==> src/rtl/instr_sequencer_if.sv <==
// Handshake and strobe bundle between the instruction sequencer and the datapath.
// master: the sequencer side; slave: the datapath / memory side.
interface instr_sequencer_if #(
    parameter int unsigned CNT_W = 16
);
    logic [4:0]       instr_i;
    logic             imem_ready_i;
    logic             dmem_ready_i;
    logic             alu_done_i;
    logic             cond_i;
    logic             resume_i;
    logic             imem_req_o;
    logic             ir_we_o;
    logic             pc_we_o;
    logic             pc_sel_o;
    logic             reg_we_o;
    logic             flags_we_o;
    logic             dmem_re_o;
    logic             dmem_we_o;
    logic             alu_start_o;
    logic             busy_o;
    logic             retire_o;
    logic [CNT_W-1:0] retired_o;
    logic             err_o;

    modport master (
        input  instr_i, imem_ready_i, dmem_ready_i, alu_done_i, cond_i, resume_i,
        output imem_req_o, ir_we_o, pc_we_o, pc_sel_o, reg_we_o, flags_we_o,
               dmem_re_o, dmem_we_o, alu_start_o, busy_o, retire_o, retired_o, err_o
    );

    modport slave (
        output instr_i, imem_ready_i, dmem_ready_i, alu_done_i, cond_i, resume_i,
        input  imem_req_o, ir_we_o, pc_we_o, pc_sel_o, reg_we_o, flags_we_o,
               dmem_re_o, dmem_we_o, alu_start_o, busy_o, retire_o, retired_o, err_o
    );
endinterface

==> src/rtl/instr_sequencer.sv <==
// Multi-cycle instruction sequencer: fetch / decode / execute / memory-wait /
// ALU-wait / wait-for-event, with strobe generation and a retired-instruction count.
// Strobes are decodes of the state, the latched IR and the handshake inputs.
// Opcode map {op,inst}: 00_00 SAL, 00_11 SIG, 00_01/00_10 NOP, 01_xx ESP,
// 10_00 GDR, 10_01 CAR, 10_10 MOVR/MOVI, 10_11 CMPR/CMPI,
// 11_00 SUM/DDR, 11_01 RES, 11_10 MOD, 11_11 MUL; imm only steers the datapath.
// Optional macro SEQ_TIMEOUT_EN adds a wait watchdog that parks the block in ERR.
module instr_sequencer #(
    parameter int unsigned CNT_W          = 16,
    parameter int unsigned TIMEOUT_CYCLES = 255
) (
    input logic               clk,
    input logic               rst_n,
    instr_sequencer_if.master bus
);
    typedef enum logic [2:0] {
        IDLE, FETCH, DECODE, EXEC, MEMWAIT, ALUWAIT, WAITEV, ERR
    } state_t;

    state_t           state_q, state_d;
    logic [4:0]       ir_q;
    logic [CNT_W-1:0] retired_q;
    logic [1:0]       op, inst;
    logic             imm_unused;
    logic             is_mem, is_mul, is_esp;
    logic             timeout_c;
    logic             imem_req_c, ir_we_c, pc_we_c, pc_sel_c, reg_we_c, flags_we_c;
    logic             dmem_re_c, dmem_we_c, alu_start_c, retire_c;

    assign op         = ir_q[4:3];
    assign inst       = ir_q[2:1];
    assign imm_unused = ir_q[0];
    assign is_mem     = (op == 2'b10) && !inst[1];
    assign is_mul     = (op == 2'b11) && inst[1];
    assign is_esp     = (op == 2'b01);

`ifdef SEQ_TIMEOUT_EN
    localparam int unsigned TO_W = (TIMEOUT_CYCLES > 1) ? $clog2(TIMEOUT_CYCLES) : 1;
    logic [TO_W-1:0] wait_cnt_q;
    logic            counting_c;

    assign counting_c = (state_q == FETCH) || (state_q == MEMWAIT) || (state_q == ALUWAIT);

    // Wait-cycle counter; restarts whenever the state changes, idle outside bounded waits
    always_ff @(posedge clk or negedge rst_n) begin
        if (!rst_n) begin
            wait_cnt_q <= '0;
        end else if ((state_d != state_q) || !counting_c) begin
            wait_cnt_q <= '0;
        end else begin
            wait_cnt_q <= wait_cnt_q + TO_W'(1);
        end
    end

    assign timeout_c = counting_c && (wait_cnt_q == TO_W'(TIMEOUT_CYCLES - 1));
    assign bus.err_o = (state_q == ERR);
`else
    localparam int unsigned timeout_unused = TIMEOUT_CYCLES;
    assign timeout_c = 1'b0;
    assign bus.err_o = 1'b0;
`endif

    // State register
    always_ff @(posedge clk or negedge rst_n) begin
        if (!rst_n) begin
            state_q <= IDLE;
        end else begin
            state_q <= state_d;
        end
    end

    // Instruction register, loaded on the accepted fetch
    always_ff @(posedge clk or negedge rst_n) begin
        if (!rst_n) begin
            ir_q <= '0;
        end else if (ir_we_c) begin
            ir_q <= bus.instr_i;
        end
    end

    // Retired-instruction counter, free-running wrap
    always_ff @(posedge clk or negedge rst_n) begin
        if (!rst_n) begin
            retired_q <= '0;
        end else if (retire_c) begin
            retired_q <= retired_q + CNT_W'(1);
        end
    end

    // Next-state and strobe decode
    always_comb begin
        state_d     = state_q;
        imem_req_c  = 1'b0;
        ir_we_c     = 1'b0;
        pc_we_c     = 1'b0;
        pc_sel_c    = 1'b0;
        reg_we_c    = 1'b0;
        flags_we_c  = 1'b0;
        dmem_re_c   = 1'b0;
        dmem_we_c   = 1'b0;
        alu_start_c = 1'b0;
        retire_c    = 1'b0;
        case (state_q)
            IDLE: state_d = FETCH;
            FETCH: begin
                imem_req_c = 1'b1;
                if (bus.imem_ready_i) begin
                    ir_we_c = 1'b1;
                    state_d = DECODE;
                end else if (timeout_c) begin
                    state_d = ERR;
                end
            end
            DECODE: begin
                if (is_mem) begin
                    state_d = MEMWAIT;
                end else if (is_esp) begin
                    state_d = WAITEV;
                end else begin
                    state_d = EXEC;
                end
            end
            EXEC: begin
                if (is_mul) begin
                    alu_start_c = 1'b1;
                    state_d     = ALUWAIT;
                end else begin
                    pc_we_c  = 1'b1;
                    retire_c = 1'b1;
                    state_d  = FETCH;
                    case (op)
                        2'b00: begin
                            if (inst == 2'b00) begin
                                pc_sel_c = 1'b1;
                            end else if (inst == 2'b11) begin
                                pc_sel_c = bus.cond_i;
                            end
                        end
                        2'b10: begin
                            reg_we_c   = (inst == 2'b10);
                            flags_we_c = (inst == 2'b11);
                        end
                        2'b11: reg_we_c = 1'b1;
                        default: ;
                    endcase
                end
            end
            MEMWAIT: begin
                dmem_re_c = inst[0];
                dmem_we_c = !inst[0];
                if (bus.dmem_ready_i) begin
                    pc_we_c  = 1'b1;
                    retire_c = 1'b1;
                    reg_we_c = inst[0];
                    state_d  = FETCH;
                end else if (timeout_c) begin
                    state_d = ERR;
                end
            end
            ALUWAIT: begin
                if (bus.alu_done_i) begin
                    reg_we_c = 1'b1;
                    pc_we_c  = 1'b1;
                    retire_c = 1'b1;
                    state_d  = FETCH;
                end else if (timeout_c) begin
                    state_d = ERR;
                end
            end
            WAITEV: begin
                if (bus.resume_i) begin
                    pc_we_c  = 1'b1;
                    retire_c = 1'b1;
                    state_d  = FETCH;
                end
            end
            ERR: state_d = ERR;
            default: state_d = IDLE;
        endcase
    end

    assign bus.imem_req_o  = imem_req_c;
    assign bus.ir_we_o     = ir_we_c;
    assign bus.pc_we_o     = pc_we_c;
    assign bus.pc_sel_o    = pc_sel_c;
    assign bus.reg_we_o    = reg_we_c;
    assign bus.flags_we_o  = flags_we_c;
    assign bus.dmem_re_o   = dmem_re_c;
    assign bus.dmem_we_o   = dmem_we_c;
    assign bus.alu_start_o = alu_start_c;
    assign bus.retire_o    = retire_c;
    assign bus.busy_o      = (state_q != IDLE);
    assign bus.retired_o   = retired_q;
endmodule

==> src/flat_wrapper.sv <==
// flat-port wrapper written by rule: the top's interface ports become plain ports
module instr_sequencer_flat 
#(
    parameter int unsigned CNT_W          = 16,
    parameter int unsigned TIMEOUT_CYCLES = 255
)
  (clk, rst_n, bus_instr_i, bus_imem_ready_i, bus_dmem_ready_i, bus_alu_done_i, bus_cond_i, bus_resume_i, bus_imem_req_o, bus_ir_we_o, bus_pc_we_o, bus_pc_sel_o, bus_reg_we_o, bus_flags_we_o, bus_dmem_re_o, bus_dmem_we_o, bus_alu_start_o, bus_busy_o, bus_retire_o, bus_retired_o, bus_err_o);
  instr_sequencer_if #(.CNT_W(CNT_W)) bus_i ();
  input logic clk;
  input logic rst_n;
  input wire logic [$bits(bus_i.instr_i)-1:0] bus_instr_i;
  input wire logic [$bits(bus_i.imem_ready_i)-1:0] bus_imem_ready_i;
  input wire logic [$bits(bus_i.dmem_ready_i)-1:0] bus_dmem_ready_i;
  input wire logic [$bits(bus_i.alu_done_i)-1:0] bus_alu_done_i;
  input wire logic [$bits(bus_i.cond_i)-1:0] bus_cond_i;
  input wire logic [$bits(bus_i.resume_i)-1:0] bus_resume_i;
  output wire logic [$bits(bus_i.imem_req_o)-1:0] bus_imem_req_o;
  output wire logic [$bits(bus_i.ir_we_o)-1:0] bus_ir_we_o;
  output wire logic [$bits(bus_i.pc_we_o)-1:0] bus_pc_we_o;
  output wire logic [$bits(bus_i.pc_sel_o)-1:0] bus_pc_sel_o;
  output wire logic [$bits(bus_i.reg_we_o)-1:0] bus_reg_we_o;
  output wire logic [$bits(bus_i.flags_we_o)-1:0] bus_flags_we_o;
  output wire logic [$bits(bus_i.dmem_re_o)-1:0] bus_dmem_re_o;
  output wire logic [$bits(bus_i.dmem_we_o)-1:0] bus_dmem_we_o;
  output wire logic [$bits(bus_i.alu_start_o)-1:0] bus_alu_start_o;
  output wire logic [$bits(bus_i.busy_o)-1:0] bus_busy_o;
  output wire logic [$bits(bus_i.retire_o)-1:0] bus_retire_o;
  output wire logic [$bits(bus_i.retired_o)-1:0] bus_retired_o;
  output wire logic [$bits(bus_i.err_o)-1:0] bus_err_o;
  assign bus_i.instr_i = bus_instr_i;
  assign bus_i.imem_ready_i = bus_imem_ready_i;
  assign bus_i.dmem_ready_i = bus_dmem_ready_i;
  assign bus_i.alu_done_i = bus_alu_done_i;
  assign bus_i.cond_i = bus_cond_i;
  assign bus_i.resume_i = bus_resume_i;
  assign bus_imem_req_o = bus_i.imem_req_o;
  assign bus_ir_we_o = bus_i.ir_we_o;
  assign bus_pc_we_o = bus_i.pc_we_o;
  assign bus_pc_sel_o = bus_i.pc_sel_o;
  assign bus_reg_we_o = bus_i.reg_we_o;
  assign bus_flags_we_o = bus_i.flags_we_o;
  assign bus_dmem_re_o = bus_i.dmem_re_o;
  assign bus_dmem_we_o = bus_i.dmem_we_o;
  assign bus_alu_start_o = bus_i.alu_start_o;
  assign bus_busy_o = bus_i.busy_o;
  assign bus_retire_o = bus_i.retire_o;
  assign bus_retired_o = bus_i.retired_o;
  assign bus_err_o = bus_i.err_o;
  instr_sequencer #(.CNT_W(CNT_W), .TIMEOUT_CYCLES(TIMEOUT_CYCLES)) u_core (.clk(clk), .rst_n(rst_n), .bus(bus_i));
endmodule
==> config.mk <==
export PLATFORM = sky130hd
export DESIGN_NAME = instr_sequencer_flat
export DESIGN_NICKNAME = d
export VERILOG_FILES = /design/src/rtl/instr_sequencer_if.sv /design/src/rtl/instr_sequencer.sv /design/src/flat_wrapper.sv
export SDC_FILE = /design/constraint.sdc
export NUM_CORES = 1
export LEC_CHECK = 0
export ABC_AREA = 1
export CORE_ASPECT_RATIO = 0.8
export CORE_UTILIZATION = 40
export CTS_BUF_LIST = sky130_fd_sc_hd__clkbuf_16
export DETAILED_ROUTE_END_ITERATION = 7
export PLACE_DENSITY = 0.7
export SKIP_CTS_REPAIR_TIMING = 1
export SKIP_LAST_GASP = 1
export SYNTH_ARGS = -nofsm -noshare
export SYNTH_HDL_FRONTEND = slang
export SYNTH_SLANG_ARGS = --single-unit
==> constraint.sdc <==
create_clock -name clk -period 3.8 [get_ports clk]
set_input_delay 0.57 -clock clk [delete_from_list [all_inputs] [get_ports clk]]
set_output_delay 0.57 -clock clk [all_outputs]
set_load 0.1 [all_outputs]
# Yosys cells after proc, flatten, opt, wreduce, memory -nomap -nowiden
# Cells that the tools add are included.
[totals]
register_bits = 24
input_bits = 12
[classes]
n_addsub = 1
eq_ne = 16
mux = 32
n_reduce_logical = 9
[ops]
columns = ["op", "count"]
rows = [
  ["one-hot mux 3 bit (8 select lines)", 1],
  ["2-to-1 mux 1 bit", 21],
  ["2-to-1 mux 3 bit", 7],
  ["adder 16 x 1 -> 16 bit (second input constant)", 1],
  ["equality test 3 bit (second input constant)", 4],
  ["equality test 2 bit (second input constant)", 4],
  ["!= test 2 bit (second input constant)", 4],
  ["equality test 3 x 2 -> 1 bit (second input constant)", 2],
  ["zero test 2 bit", 2],
  ["one-hot mux 1 bit (4 select lines)", 1],
  ["AND reduction 4 bit", 1],
  ["equality test 3 x 1 -> 1 bit (second input constant)", 1],
  ["zero test 3 bit", 1],
  ["one-hot mux 1 bit (3 select lines)", 1],
  ["nonzero test 3 bit", 1],
  ["equality test 2 x 1 -> 1 bit (second input constant)", 1],
  ["logical AND 1 bit", 2],
  ["zero test 1 bit", 2],
  ["one-hot mux 1 bit (2 select lines)", 1],
]

# Logic depth before layout (Yosys ltp)
# Gate-level depths: netlist (run 1).
[logic_depth]
word_depth = 6
depth_mapped = 10
mapped_depth_nobuf = 9

# Least setup slack after synthesis (run 1)
# Ideal clock, no wire load.
[synth_path]
path_kind = "flip-flop to output port"
startpoint = "register u_core.state_q[2]"
endpoint = "output bus_pc_sel_o"
t_arrival_ns = 3.648
required_ns = 3.230
slack_ns = -0.418
stages_incl_launch_ff = 5
n_path_buf = 1
path_cell_list = "dfrtp_1 > buf_2 > inv_2 > nand3_1 > nor4_1"
[synth_via]
elab_chain_cells = 2
[synth_rtl]
columns = ["item", "line", "rtl"]
rows = [
  ["start: declaration", "instr_sequencer.sv:20", "state_t state_q, state_d;"],
  ["start signal: assignment", "instr_sequencer.sv:68", "state_q <= state_d;"],
  ["equality test 3 x 2 -> 1 bit", "instr_sequencer.sv:103", "case (state_q)"],
  ["2-to-1 mux 1 bit", "instr_sequencer.sv:103", ""],
  ["end: declaration", "flat_wrapper.sv:20", "output wire logic [$bits(bus_i.pc_sel_o)-1:0] bus_pc_sel_o;"],
]
# No other way between the ends.

# Worst setup path after layout (run 1)
[layout_path]
startpoint = "register u_core.state_q[1]"
endpoint = "output bus_alu_start_o"
[layout_via]
elab_chain_cells = 2
[layout_rtl]
columns = ["item", "line", "rtl"]
rows = [
  ["equality test 3 x 2 -> 1 bit", "instr_sequencer.sv:103", ""],
  ["2-to-1 mux 1 bit", "instr_sequencer.sv:103", ""],
  ["end: declaration", "flat_wrapper.sv:25", "output wire logic [$bits(bus_i.alu_start_o)-1:0] bus_alu_start_o;"],
]
# No other way between the ends.

==> results.toml, run 1 <==
[sta]
finalMaxSlewViolations = 0
fin_setup_tns_ns = 0
grt_setup_unrepaired = "no"
worst_pin_slew_ns = 1.04
min_period_ns = 2.85
skew_ns = 0.00119
hold_viol = 0
setup_violations = 0
fin_hold_ws_ns = 0.500
period_share = 0.750
max-slew-margin-rel = 0.307
fmax_ghz = 0.351

[worst_setup_path]
crit_required_ns = 3.23
cp_num_buf_inv = 2
crit_family = "buffers and inverters"
end_kind = "primary output"
cp_slowest_cell = "clkdlybuf4s50_1"
crit_type = "flip-flop to primary output"
cp_max_fo = 7
worstReg2RegStart = "u_core.state_q[2]"
cpPeakStageDelay_ns = 1.12
r2r-end = "u_core.bus.retired_o[15]"
crit_arrival_ns = 2.28
path_cells = "nand2_2 > nor2_2 > nand2_1 > inv_1 > clkdlybuf4s50_1"
startpoint = "u_core.state_q[1]"
r2r_setup_slack_ns = 2.27
start_kind = "flip-flop"
rr_worst_depth = 7

[floorplanning]
dieArea_mm2 = 0.00405
die_w_um = 70.9
initial_utilization = 0.432
die_h_um = 57.1
num_rows = 19
core-area_mm2 = 0.00352
io_pins = 40

[synth]
netlist_instances = 229
seq_area_frac_synth = 0.379
mappedNetlistArea_mm2 = 0.00152
avgSynthCellArea_um2 = 6.63
synthDistinctLibCells = 24
yosys_register_bits = 23
syn_nets = 242
ys_warn_count = 0

[layout]
nets = 278
syn_to_final_growth_pct = 29.0
fillers = 363
n_antenna_cell = 0
layout-drive-gt1-share = 0.0909

[detailed_routing]
drc = 2
vias = 1426
drt_wl_total_um = 3330
dr.pass1.iters = 6
first_iter_violations = 84
via_per_inst = 4.66
ant_nets = 0
routedWlPerCell_um = 10.9

[pwr]
irDropWorstVdd_mv = 0.505
cellLeakagePower_nw = 0.920
p_per_area_mw_per_mm2 = 874

[outcome]
status = "finished with violations"
violations = "DRC"

[hold_path]
hold-path-endpoint = "u_core.bus.retired_o[15]"
min_path_cells = 2
min-delay-start = "u_core.bus.retired_o[15]"
hp-class = "flip-flop to flip-flop"

[cts]
clk_pin_slew_ns = 0.06
cts_buffer_depth = 2
cts.htree.levels = 1
clk_latency_ns = 0.25
cts_made_buffers = 3
clock_sinks = 23
cts_root_buf = "clkbuf_16"
cts_tree = "built"

[global_route]
antenna_found_initial = 0
overflow = 0
grt_pass1_vias = 1270
grt_start_max_net_pins = 24
grt_pass1_wl_um = 5670
grt_usage = 0.178

[place]
hpwl_um = 2530
gp_congestion = 0.791
io_buffer_count = 37

[job]
maxCapViolCount = 0
-- worst min-delay path, delay by kind of cell, from the launching register on --
family,cells,cell delay (ns)
flip-flops,1,0.36
AND/OR/NAND/NOR,2,0.11
-- layout make-up --
| type | count | area, um^2 | area share |
|---|---|---|---|
| clock buffer | 3 | 75.1 | 0.0383 |
| clock inverter | 1 | 3.75 | 0.00192 |
| inverter | 30 | 113 | 0.0575 |
| multi-input combinational | 170 | 790 | 0.403 |
| sequential | 23 | 576 | 0.294 |
| tap | 42 | 52.6 | 0.0268 |
| timing repair buffer | 37 | 350 | 0.179 |
-- cells in the mapped netlist --
master	n	area [um^2]
buf_2	2	10.0
conb_1	1	3.75
nand2_4	1	11.3
nand2_1	87	327
nor4_1	1	6.26
a21oi_1	1	5.00
nor3_1	1	5.00
nor2_2	2	12.5
dfrtp_1	23	576
o21ai_0	4	20.0
buf_4	2	15.0
inv_2	5	18.8
xor2_1	3	26.3
xnor2_1	5	43.8
nand4_1	6	37.5
nor2_4	1	11.3
nand2_2	3	18.8
buf_6	2	22.5
inv_1	25	93.8
nor2_1	22	82.6
o21ai_1	11	55.1
nand3_1	18	90.1
nand3b_1	2	15.0
ha_1	1	12.5
-- routing by layer --
layer	track usage	vias up	wire length, um
li1	-	780	-
met5	0	-	0
met2	0.284	25	1430
met1	0.252	619	1760
met3	0.0371	2	113
met4	0.0343	0	27
-- flip-flops by register name, summed over array words and instances (netlist names) --
signal and count:
u_core.ir_q 4, u_core.bus.retired_o 16, u_core.state_q 3
-- logic make-up (layout without fill, tap and decap cells) --
kind of cell    after synthesis  in the layout  synth area share
simple gates                144            144             0.406
flops                        23             23             0.379
compound gates               16             16            0.0527
fa+ha+maj                     1              1           0.00824
other cells                   1              1           0.00247
buf+inv                      36             71             0.105
xor+xnor                      8              8            0.0461
-- metrics by stage --
stage	utilization	instance area (um^2)	instances	total power [mW]	setup WS, ns
2_1_floorplan	-	1530	229	1.30	0.365
3_3_place_gp	0.534	1880	302	1.48	1.22
3_5_place_dp	0.534	1880	302	1.50	1.23
4_1_cts	0.557	1960	306	1.72	0.951
5_1_grt	0.557	1960	306	1.81	0.860
6_report	0.557	1960	306	1.71	0.950
-- power breakdown --
group          internal [mW]  switching [mW]
logic                  0.241           0.823
clock network          0.140          0.0823
registers              0.314           0.112
-- layout by cell type, fill, tap and decap left out, types with 2 or more instances in the layout --
cell type and n:
clkbuf_16 3, nand3_1 18, nor2_2 2, xnor2_1 5, dfrtp_1 23, inv_1 26, nand3b_1 2, clkdlybuf4s50_1 29
buf_4 8, nand2_2 3, o21ai_1 11, xor2_1 3, nand4_1 6, o21ai_0 4, inv_2 5, nand2_1 87
nor2_1 22
-- worst max-delay path by stage --
stage / to / slack [ns] / cells past startpoint
after global placement: bus_dmem_we_o / 1.22 / 4
after detailed placement: bus_dmem_we_o / 1.23 / 4
after floorplan: bus_reg_we_o / 0.36 / 6
after global routing: bus_alu_start_o / 0.86 / 5
final: bus_alu_start_o / 0.95 / 5
after CTS: bus_dmem_we_o / 0.95 / 4
(Power assumes the default switching activity.)
==> inputs of run 2 (changes only) <==
Clock period 3.8 ns to 2.9 ns, I/O delays scaled along.
==> run 2 against run 1 <==
Effect of this change: the flow now finishes without violations; die area stayed put; sequential share of layout area is 0.19 points higher; critical path depth stayed put; final cell count is 0.33% higher; clock skew hardly changed; via count is 2.0% higher; first-iteration DRC count is 7.1% lower.
==> results.toml, run 2 (synthesized netlist as in run 1, its figures left out) <==
[cts]
cts.htree.levels = 1
clk_pin_slew_ns = 0.06
cts_buffer_depth = 2
cts_root_buf = "clkbuf_16"
cts_tree = "built"
clk_latency_ns = 0.25
clock_sinks = 23
cts_made_buffers = 3

[global_route]
grt_pass1_vias = 1293
grt_start_max_net_pins = 24
grt_usage = 0.178
grt_pass1_wl_um = 5750
antenna_found_initial = 0
overflow = 0

[layout]
final_area_mm2 = 0.00195
n_antenna_cell = 0
largest_reg_flops = 16
layout-drive-gt1-share = 0.170
syn_to_final_growth_pct = 28.2
nets = 279
final_common_cell = "nand2_1"
final_cell_mix = "nand2_1, inv_1, buf_4"
instances_no_fill = 307

[worst_setup_path]
crit_required_ns = 2.47
path_cells = "nand4_1 > nand2_2 > inv_2 > nand2_4 > buf_12"
end_kind = "primary output"
cp_max_fo = 18
cp_num_buf_inv = 2
cp_slowest_cell = "dfrtp_1"
crit_type = "flip-flop to primary output"
crit_family = "flip-flops"
start_kind = "flip-flop"
cpPeakStageDelay_ns = 0.61
crit_arrival_ns = 1.73

[place]
hpwl_um = 2520
place_inst = 303
post-place-ws_ns = 0.748
io_buffer_count = 37
place_area_mm2 = 0.00187
gp_congestion = 0.770

[detailed_routing]
dr.pass1.iters = 6
via_per_inst = 4.74
drt_wl_total_um = 3350
ant_nets = 0
routedWlPerCell_um = 10.9
first_iter_violations = 78
vias = 1454
drc = 0

[job]
maxCapViolCount = 0

[sta]
finalMaxSlewViolations = 0
grt_setup_unrepaired = "no"
skew_ns = 0.00166
layout_setup_ws_ns = 0.737
setup_violations = 0
period_share = 0.746
hold_viol = 0
fmax_ghz = 0.462
min_period_ns = 2.16

[floorplanning]
die_h_um = 57.1
die_w_um = 70.9
dieArea_mm2 = 0.00405
num_rows = 19
initial_utilization = 0.432
io_pins = 40
core-area_mm2 = 0.00352

[hold_path]
hp-class = "flip-flop to flip-flop"

[pwr]
p_per_area_mw_per_mm2 = 1180
p_total_mw = 2.29
irDropWorstVdd_mv = 0.538
cellLeakagePower_nw = 0.965

[outcome]
status = "finished, final reports clean"
-- run 2: cell types whose count changed in the layout (fill, tap and decap cells not counted), sizes merged --
cell           change
clkdlybuf4s50     -19
buf               +20
-- run 2: area by class of cell --
type / instances / area (um^2)
Fill cell: 343 / 1570
Clock buffer: 3 / 75.1
Inverter: 30 / 113
Multi-Input combinational cell: 170 / 792
Tap cell: 42 / 52.6
Clock inverter: 1 / 3.75
Sequential cell: 23 / 576
Timing Repair Buffer: 38 / 335
-- run 2: worst min-delay path, delay by kind of cell, from the launching register on --
| kind | cells | cell delay (ns) |
|---|---|---|
| DFF | 1 | 0.36 |
| and+or+nand+nor | 2 | 0.11 |
-- run 2: per-stage QoR --
stage               TNS [ns]  hold WS [ns]   util
floorplan            -0.0211         0.139      -
global placement           0         0.492  0.531
detailed placement         0         0.493  0.531
CTS                        0         0.514  0.553
global route               0         0.561  0.553
finish                     0         0.501  0.553
-- run 2: path summary, 6_finish.rpt --
check | startpoint | end | slack, ns | cells past startpoint
max | u_core.state_q[2] | bus_retire_o | 0.74 | 5
min | u_core.bus.retired_o[15] | u_core.bus.retired_o[15] | 0.50 | 2
max reg2reg | u_core.state_q[2] | u_core.bus.retired_o[15] | 1.35 | 7
min reg2reg | u_core.bus.retired_o[15] | u_core.bus.retired_o[15] | 0.50 | 2
max in group asynchronous | rst_n | u_core.bus.retired_o[3] | 2.13 | 2
min in group asynchronous | rst_n | u_core.ir_q[2] | 0.53 | 2
-- run 2: metal layers --
layer  GRT usage  wire length, um  up-vias
met5           0                0        -
met4      0.0429               27        0
met3      0.0406               99        2
met2       0.271             1460       24
met1       0.258             1760      642
li1            -                -      786
-- run 2: where the power goes --
| part | total, mW | switching (mW) | leakage [nW] | internal (mW) |
|---|---|---|---|---|
| combinational | 1.43 | 1.09 | 0.620 | 0.344 |
| clock | 0.294 | 0.110 | 0.0423 | 0.184 |
| sequential | 0.565 | 0.153 | 0.303 | 0.411 |
==> inputs of run 3 (changes only) <==
Settings changed: PLACE_DENSITY 0.7 to 0.72.
Clock period 2.9 ns to 1.85 ns, I/O delays scaled along.
==> run 3 against run 2 <==
Effect of this change: critical path depth is 1 higher; clock skew rose by 0.0020 ns; clock power is 55% higher; first-iteration DRC count rose by 67%; via count up 6.4%; combinational power grew 90%; sequential power increased by 65%; design area increased by 19%.
==> results.toml, run 3 (synthesized netlist as in run 1, its figures left out) <==
[layout]
largest_reg_flops = 16
layout-drive-gt1-share = 0.247
final_common_cell = "nand2_1"
n_antenna_cell = 0
instances_no_fill = 313
final_cell_mix = "nand2_1, inv_1, buf_12"
multi_input_area_um2 = 851
syn_to_final_growth_pct = 52.7
nets = 285
fillers = 290
seqCellArea_um2 = 586
final_area_mm2 = 0.00232

[detailed_routing]
ant_nets = 0
routedWlPerCell_um = 11.7
drc = 0
first_iter_violations = 130
dr.pass1.iters = 6
via_per_inst = 4.94
drt_wl_total_um = 3670
vias = 1547

[outcome]
status = "finished, final reports clean"

[worst_setup_path]
worstReg2RegStart = "u_core.state_q[1]"
end_kind = "primary output"
rr_worst_depth = 9
cp_max_fo = 8
r2r-end = "u_core.bus.retired_o[7]"
crit_type = "flip-flop to primary output"
start_kind = "flip-flop"
crit_arrival_ns = 1.51
r2r_setup_slack_ns = 0.33
crit_required_ns = 1.57

[cts]
clk_pin_slew_ns = 0.06
cts_tree = "built"
clock_sinks = 23
cts_made_buffers = 3
cts_root_buf = "clkbuf_16"
cts_buffer_depth = 2
cts.htree.levels = 1
clk_latency_ns = 0.25

[global_route]
grt_pass1_vias = 1299
grt_start_max_net_pins = 24
grt_pass1_wl_um = 5910
overflow = 0
grt_usage = 0.187
antenna_found_initial = 0

[floorplanning]
core-area_mm2 = 0.00352
die_h_um = 57.1
initial_utilization = 0.432
io_pins = 40
num_rows = 19
die_w_um = 70.9
dieArea_mm2 = 0.00405

[place]
place_inst = 307
gp_congestion = 0.812
place_area_mm2 = 0.00221
hpwl_um = 2730
io_buffer_count = 37

[pwr]
p_per_area_mw_per_mm2 = 1770
irDropWorstVdd_mv = 1.39
cellLeakagePower_nw = 1.05

[sta]
min_period_ns = 1.79
fmax_ghz = 0.558
finalMaxSlewViolations = 0
setup_violations = 0
skew_ns = 0.00368
period_share = 0.968
hold_viol = 0

[job]
maxCapViolCount = 0

[hold_path]
hp-class = "input port to asynchronous set/reset pin"
## run 3: cell count changes in the layout (fill, tap and decap cells not counted), moves of 3 or more
cell,before,now
nor2_4,1,5
buf_12,2,22
dfrtp_2,0,8
buf_4,26,12
dfrtp_1,23,15
nand2_2,3,6
nand2_1,87,84
## run 3: how the worst max path moves through the flow
stage	start	to	slack (ns)	depth (start not counted)
final	u_core.state_q[0]	bus_reg_we_o	0.06	6
after global routing	u_core.state_q[1]	bus_pc_we_o	-0.002	7
after CTS	u_core.state_q[0]	bus_reg_we_o	-0.07	6
after detailed placement	bus_alu_done_i	bus_retire_o	0.17	6
after global placement	bus_alu_done_i	bus_pc_we_o	0.20	6
after floorplan	u_core.state_q[2]	bus_pc_sel_o	-0.35	4
## run 3: worst max-delay path: stages, from the launching register on
cell     delay (ns)
dfrtp_2        0.48
nor2_4         0.17
nand2_2        0.11
nor2_4         0.16
nand2_2        0.08
nand3_4        0.07
buf_12         0.17
## run 3: final cells by class
| cell class | instances | share of cell area |
|---|---|---|
| Multi-Input combinational cell | 170 | 0.367 |
| Inverter | 30 | 0.0523 |
| Sequential cell | 23 | 0.252 |
| Tap cell | 42 | 0.0227 |
| Clock buffer | 3 | 0.0324 |
| Clock inverter | 1 | 0.00162 |
| Timing Repair Buffer | 44 | 0.272 |
## run 3: routing by layer
metal / vias up / wire length, um / share of wire / GRT usage
li1: 794 / - / - / -
met5: - / 0 / 0 / 0
met4: 0 / 45 / 0.012 / 0.0457
met2: 51 / 1630 / 0.44 / 0.298
met1: 694 / 1780 / 0.49 / 0.258
met3: 8 / 212 / 0.058 / 0.0477
## run 3: power by group
group / total, mW / internal, mW / leakage (nW) / switching [mW]
clock: 0.455 / 0.288 / 0.0423 / 0.167
sequential: 0.931 / 0.660 / 0.293 / 0.270
combinational: 2.72 / 0.881 / 0.717 / 1.83
## run 3: through the flow
step	util	setup TNS (ns)	total power, mW	hold WS (ns)	worst slack (ns)
2_1_floorplan	-	-0.597	2.79	-0.0181	-0.347
3_3_place_gp	0.628	0	3.55	0.486	0.199
3_5_place_dp	0.628	0	3.57	0.512	0.169
4_1_cts	0.650	-0.123	4.04	0.386	-0.0696
5_1_grt	0.659	-0.00434	4.29	0.409	-0.00229
6_report	0.659	0	4.10	0.377	0.0592
